==> src/rtl/aes_sched_pkg.sv <==
// Shared types and sizes for the byte-serial AES core scheduler.
package aes_sched_pkg;

  localparam int unsigned BLOCK_BYTES = 16;
  localparam int unsigned KEY_BYTES   = 16;
  localparam int unsigned IdxW        = $clog2(BLOCK_BYTES);

  typedef logic req_id_t;

  typedef enum logic [2:0] {
    StIdle,
    StFill,
    StStart,
    StKey,
    StData,
    StWait,
    StDrain
  } sched_state_e;

endpackage

==> src/rtl/aes_byte_buf.sv <==
// 16x8 register file with one write port and one asynchronous read port.
module aes_byte_buf
  import aes_sched_pkg::*;
(
  input  logic            clk_i,
  input  logic            rst_i,
  input  logic            we_i,
  input  logic [IdxW-1:0] waddr_i,
  input  logic [7:0]      wdata_i,
  input  logic [IdxW-1:0] raddr_i,
  output logic [7:0]      rdata_o
);

  logic [7:0] mem_q [BLOCK_BYTES];

  always_ff @(posedge clk_i) begin
    if (rst_i) begin
      for (int i = 0; i < int'(BLOCK_BYTES); i++) begin
        mem_q[i] <= '0;
      end
    end else if (we_i) begin
      mem_q[waddr_i] <= wdata_i;
    end
  end

  assign rdata_o = mem_q[raddr_i];

endmodule

==> src/rtl/aes_core_sched.sv <==
// Two-requester scheduler feeding a byte-serial AES core: key, then plaintext, then ciphertext.
// Optional output watchdog enabled by defining AES_SCHED_TIMEOUT_EN.
module aes_core_sched
  import aes_sched_pkg::*;
#(
  parameter int unsigned TIMEOUT = 255
) (
  input  logic       clk_i,
  input  logic       rst_i,
  input  logic       key_we_i,
  input  logic [7:0] key_byte_i,
  input  logic [1:0] req_valid_i,
  input  logic [7:0] req_data0_i,
  input  logic [7:0] req_data1_i,
  output logic [1:0] req_ready_o,
  output logic       core_en_o,
  output logic [7:0] core_data_o,
  input  logic [7:0] core_out_i,
  input  logic       core_out_ready_i,
  output logic       res_valid_o,
  output logic [7:0] res_data_o,
  output logic       res_id_o,
  output logic       busy_o,
  output logic       err_o
);

  localparam logic [IdxW-1:0] LastIdx = IdxW'(BLOCK_BYTES - 1);

  sched_state_e    state_q, state_d;
  req_id_t         grant_q, grant_d;
  req_id_t         prio_q, prio_d;
  logic [IdxW-1:0] kptr_q, kptr_d;
  logic [IdxW-1:0] cnt_q, cnt_d;
  logic            res_valid_q, res_valid_d;
  logic [7:0]      res_data_q, res_data_d;
  req_id_t         res_id_q, res_id_d;
  logic            err_q, err_d;

  logic       out_phase, out_fire, tmo_hit;
  logic       key_we, pt_we;
  logic [7:0] key_rdata, pt_rdata;

  assign out_phase = (state_q == StWait) || (state_q == StDrain);
  assign out_fire  = out_phase && core_out_ready_i;
  assign key_we    = (state_q == StIdle) && key_we_i;
  assign pt_we     = (state_q == StFill) && req_valid_i[grant_q];

  aes_byte_buf u_key_buf (
    .clk_i   (clk_i),
    .rst_i   (rst_i),
    .we_i    (key_we),
    .waddr_i (kptr_q),
    .wdata_i (key_byte_i),
    .raddr_i (cnt_q),
    .rdata_o (key_rdata)
  );

  aes_byte_buf u_pt_buf (
    .clk_i   (clk_i),
    .rst_i   (rst_i),
    .we_i    (pt_we),
    .waddr_i (cnt_q),
    .wdata_i (grant_q ? req_data1_i : req_data0_i),
    .raddr_i (cnt_q),
    .rdata_o (pt_rdata)
  );

`ifdef AES_SCHED_TIMEOUT_EN
  localparam int unsigned TmoW = $clog2(TIMEOUT + 1);

  logic [TmoW-1:0] tmo_q, tmo_d;

  // Counts consecutive output-phase cycles without a core byte.
  assign tmo_hit = out_phase && !core_out_ready_i && (int'(tmo_q) + 1 == int'(TIMEOUT));

  always_comb begin
    tmo_d = '0;
    if (out_phase && !core_out_ready_i && !tmo_hit) begin
      tmo_d = tmo_q + 1'b1;
    end
  end

  always_ff @(posedge clk_i) begin
    if (rst_i) begin
      tmo_q <= '0;
    end else begin
      tmo_q <= tmo_d;
    end
  end
`else
  assign tmo_hit = 1'b0;
`endif

  always_ff @(posedge clk_i) begin
    if (rst_i) begin
      state_q     <= StIdle;
      grant_q     <= '0;
      prio_q      <= '0;
      kptr_q      <= '0;
      cnt_q       <= '0;
      res_valid_q <= 1'b0;
      res_data_q  <= '0;
      res_id_q    <= '0;
      err_q       <= 1'b0;
    end else begin
      state_q     <= state_d;
      grant_q     <= grant_d;
      prio_q      <= prio_d;
      kptr_q      <= kptr_d;
      cnt_q       <= cnt_d;
      res_valid_q <= res_valid_d;
      res_data_q  <= res_data_d;
      res_id_q    <= res_id_d;
      err_q       <= err_d;
    end
  end

  always_comb begin
    state_d     = state_q;
    grant_d     = grant_q;
    prio_d      = prio_q;
    kptr_d      = kptr_q;
    cnt_d       = cnt_q;
    res_valid_d = out_fire;
    res_data_d  = out_fire ? core_out_i : '0;
    res_id_d    = out_fire ? grant_q : '0;
    err_d       = tmo_hit;
    unique case (state_q)
      StIdle: begin
        if (key_we_i) kptr_d = kptr_q + 1'b1;
        if (|req_valid_i) begin
          // prio_q names the requester that wins a tie; it flips away from each finished grant.
          grant_d = (&req_valid_i) ? prio_q : req_id_t'(req_valid_i[1]);
          cnt_d   = '0;
          state_d = StFill;
        end
      end
      StFill: begin
        if (req_valid_i[grant_q]) begin
          cnt_d = cnt_q + 1'b1;
          if (cnt_q == LastIdx) state_d = StStart;
        end
      end
      StStart: state_d = StKey;
      StKey: begin
        cnt_d = cnt_q + 1'b1;
        if (cnt_q == LastIdx) state_d = StData;
      end
      StData: begin
        cnt_d = cnt_q + 1'b1;
        if (cnt_q == LastIdx) state_d = StWait;
      end
      StWait: begin
        if (core_out_ready_i) begin
          cnt_d   = cnt_q + 1'b1;
          state_d = StDrain;
        end
      end
      StDrain: begin
        if (core_out_ready_i) begin
          cnt_d = cnt_q + 1'b1;
          if (cnt_q == LastIdx) begin
            state_d = StIdle;
            prio_d  = ~grant_q;
          end
        end
      end
      default: state_d = StIdle;
    endcase
    if (tmo_hit) begin
      state_d = StIdle;
      prio_d  = ~grant_q;
      cnt_d   = '0;
    end
  end

  always_comb begin
    req_ready_o = '0;
    core_en_o   = 1'b0;
    core_data_o = '0;
    unique case (state_q)
      StFill:  req_ready_o[grant_q] = 1'b1;
      StStart: core_en_o = 1'b1;
      StKey:   core_data_o = key_rdata;
      StData:  core_data_o = pt_rdata;
      default: ;
    endcase
  end

  assign busy_o      = (state_q != StIdle);
  assign res_valid_o = res_valid_q;
  assign res_data_o  = res_data_q;
  assign res_id_o    = res_id_q;
  assign err_o       = err_q;

endmodule

==> config.mk <==
export PLATFORM = sky130hd
export DESIGN_NAME = aes_core_sched
export DESIGN_NICKNAME = d
export VERILOG_FILES = /design/src/rtl/aes_sched_pkg.sv /design/src/rtl/aes_byte_buf.sv /design/src/rtl/aes_core_sched.sv
export SDC_FILE = /design/constraint.sdc
export NUM_CORES = 1
export LEC_CHECK = 0
export BUFFER_PORTS_ARGS = -buffer_cell sky130_fd_sc_hd__buf_4
export CAP_MARGIN = 20
export CELL_PAD_IN_SITES_DETAIL_PLACEMENT = 1
export CELL_PAD_IN_SITES_GLOBAL_PLACEMENT = 2
export CORE_MARGIN = 10
export CORE_UTILIZATION = 40
export DETAILED_ROUTE_END_ITERATION = 8
export MAX_ROUTING_LAYER = met4
export PLACE_DENSITY = 0.81
export SLEW_MARGIN = 20
export SYNTH_ARGS = -nofsm -noshare
export SYNTH_HDL_FRONTEND = slang
export SYNTH_HIERARCHICAL = 1
export SYNTH_SLANG_ARGS = --single-unit
==> constraint.sdc <==
create_clock -name clk_i -period 3.7 [get_ports clk_i]
set_clock_uncertainty 0.2 [all_clocks]
set_input_delay 0.74 -clock clk_i [delete_from_list [all_inputs] [get_ports clk_i]]
set_output_delay 0.74 -clock clk_i [all_outputs]
set_load 0.02 [all_outputs]
==> results.tsv <==
metric	value	unit
wirelength	33600	um
arrival	2.68	ns
drv_slew	0	
overflow	0	
syn-instance-count	887	
timing.rr.start	state_q[2]	
setup_violations	0	
grt_pass1_wl	51200	um
min_period	3.62	ns
top_level_ports	61	
synth.net_count	927	
drive_gt1_frac	0.277	
synth.avg_cell_area	14.7	sq um
dp_slack	0.457	ns
fin_nets	1010	
outcome	finished, final reports clean	
drt-initial-drc-count	430	
die_y	201	um
port_buffers	59	
synthDistinctLibCells	55	
rr_endpoint	u_pt_buf/mem_q[0][1]	
synth_warnings	6	
power	7.04	mW
final-instance-count-excl-fill	1431	
synth_edf_count	256	
ys_seq_area_frac	0.623	
rows	66	
hp-class	primary input to flop	
criticalPathCategory	flop to primary output	
placed_area	14200	sq um
synth_top_cell_area_share	0.588	
antenna_left	0	
layout_common_cells	266 x and2_1, 256 x edfxtp_1, 92 x buf_4	
start_kind	flop	
start_util	0.404	
insertion_delay	0.50	ns
vias_per_cell	5.27	
syn_area	13100	sq um
mostFrequentLayoutCell	and2_1	
fp.dieArea	40300	sq um
worstMarginPinSlew	0.695	ns
setup_ws	0.0806	ns
clk_pin_slew_worst_paths	0.06	ns
yosysTopAreaCell	edfxtp_1	
die_w	201	um
critPathCaptureType	primary output	
cellLeakagePower	5.52	nW
grt_pass1_vias	8115	
cap_violations	0	
hpwl	23200	um
cts-root-buf	clkbuf_16	
powerDensity	465	nW/um^2
min_to	res_data_o[4]	
path_max_fanout	40	
dp_cells	1376	
yosys_register_bits	279	
async_reset_ff_frac	0	
hold_violations	0	
routedWlPerCell	23.5	um
timing.final.crit_share	0.978	
grt_max_degree	41	
vias	7546	
antenna_found_initial	0	
hold_start	core_out_i[4]	
holdBufCountCts	0	
grt_usage	0.170	
fin_area	15100	sq um
ff2ff_setup_slack	0.55	ns
core-area	32400	sq um
cts.sinks	279	
max_freq	276	MHz
synthFlopType	edfxtp_1	
timing.slew.headroom	0.536	
crit_chain	buf_12, mux4_2, a22oi_1, nand2_1, a22o_1, buf_4	
tritoncts	done	
crit_path_top_delay_cell	mux4_2	
clockBufferDepth	3	
antenna_cells	0	
irDropWorstVdd	337	uV
numCtsBuffers	34	
gp_congestion	0.811	
drc	0	
yosys-top-cells-area	edfxtp_1 59%, and2_1 13%, mux4_2 11%	
syn_to_final_growth	15.7	%
rsz0062_at_grt	no	
crit_path_max_incr_delay	0.55	ns
fillCellCount	3266	
hold_depth	2	
crit_required	2.76	ns
cts_max_level	2	
worstRegToRegCells	5	
finalSetupTns	0	ns
first_pass_iters	4	
-- power breakdown --
group / switching (mW) / total, mW / internal, mW / leakage (nW)
clock: 1.23 / 2.94 / 1.71 / 0.480
combinational: 0.294 / 0.506 / 0.212 / 2.21
sequential: 0.0476 / 3.59 / 3.54 / 2.83
-- cells in the mapped netlist, drive strengths merged (3+ instances only) --
master   number
and2        267
edfxtp      256
mux4         64
nor2         41
a22oi        32
or2          32
clkbuf       28
nand2        24
dfxtp        23
buf          20
nor3         12
mux2          9
a22o          8
a21oi         7
nand2b        5
nor2b         5
inv           4
nand3         4
nand4bb       4
mux2i         3
nand4         3
nand4b        3
o21ai         3
-- layer usage --
layer,global-route usage,up-vias,share of wire
li1,-,3442,-
met1,0.209,3913,0.43
met2,0.290,152,0.52
met3,0.0245,39,0.039
met4,0.0425,0,0.018
met5,-,-,0
-- critical path, delay by kind of cell, from the launching register on --
kind                   cells  cell delay (ns)
multiplexers               1             0.55
AO/OA/AOI/OAI              2             0.59
flip-flops                 1             0.37
buffers and inverters      2             0.46
AND/OR/NAND/NOR            1             0.16
-- how the worst max path moves through the flow --
stage | slack (ns) | cells after the start | start | endpoint
5_1_grt | 0.02 | 6 | cnt_q[0] | core_data_o[7]
3_5_place_dp | 0.46 | 6 | req_valid_i[0] | u_pt_buf/mem_q[0][4]
6_report | 0.08 | 6 | cnt_q[0] | core_data_o[7]
4_1_cts | 0.01 | 5 | cnt_q[2] | core_data_o[7]
2_1_floorplan | 0.77 | 6 | cnt_q[0] | core_data_o[6]
3_3_place_gp | 0.51 | 6 | req_valid_i[0] | u_pt_buf/mem_q[0][4]
-- per-stage QoR --
stage | hold WS [ns] | utilization
3_5_place_dp | 0.308 | 0.437
2_1_floorplan | 0.251 | -
3_3_place_gp | 0.299 | 0.437
6_report | 0.240 | 0.467
4_1_cts | 0.221 | 0.467
5_1_grt | 0.227 | 0.467
-- final cells by class --
type	instances	area (sq um)	share of cell area
clock buffer	40	895	0.0592
clock inverter	15	70.1	0.00463
inverter	4	15.0	0.000993
multi-input combinational	556	4680	0.310
sequential	279	8160	0.539
tap	442	553	0.0366
timing repair buffer	95	751	0.0496
-- cell families after synthesis --
logic type | Yosys count | share of synthesized area
AOI/OAI and AO/OA | 62 | 0.0398
xor gates and xnor gates | 4 | 0.00412
adders and majority gates | 2 | 0.00191
buffers and inverters | 52 | 0.0190
DFF | 279 | 0.623
muxes | 76 | 0.120
other | 1 | 0.000287
and+or+nand+nor | 411 | 0.191
-- what timing repair did --
action	in CTS	in global routing
hold endpoints to repair	0	0
resized for setup	0	2
setup buffers	0	0
endpoints found under the setup margin	0	6
-- sequential cells by signal, summed over array words and instances (netlist names) --
signal	count
state_q	3
kptr_q	4
res_id_o	1
res_valid_o	1
cnt_q	4
grant_q	1
u_pt_buf/mem_q	128
prio_q	1
u_key_buf/mem_q	128
res_data_o	8
No activity file was read; power rests on OpenSTA's default activity.
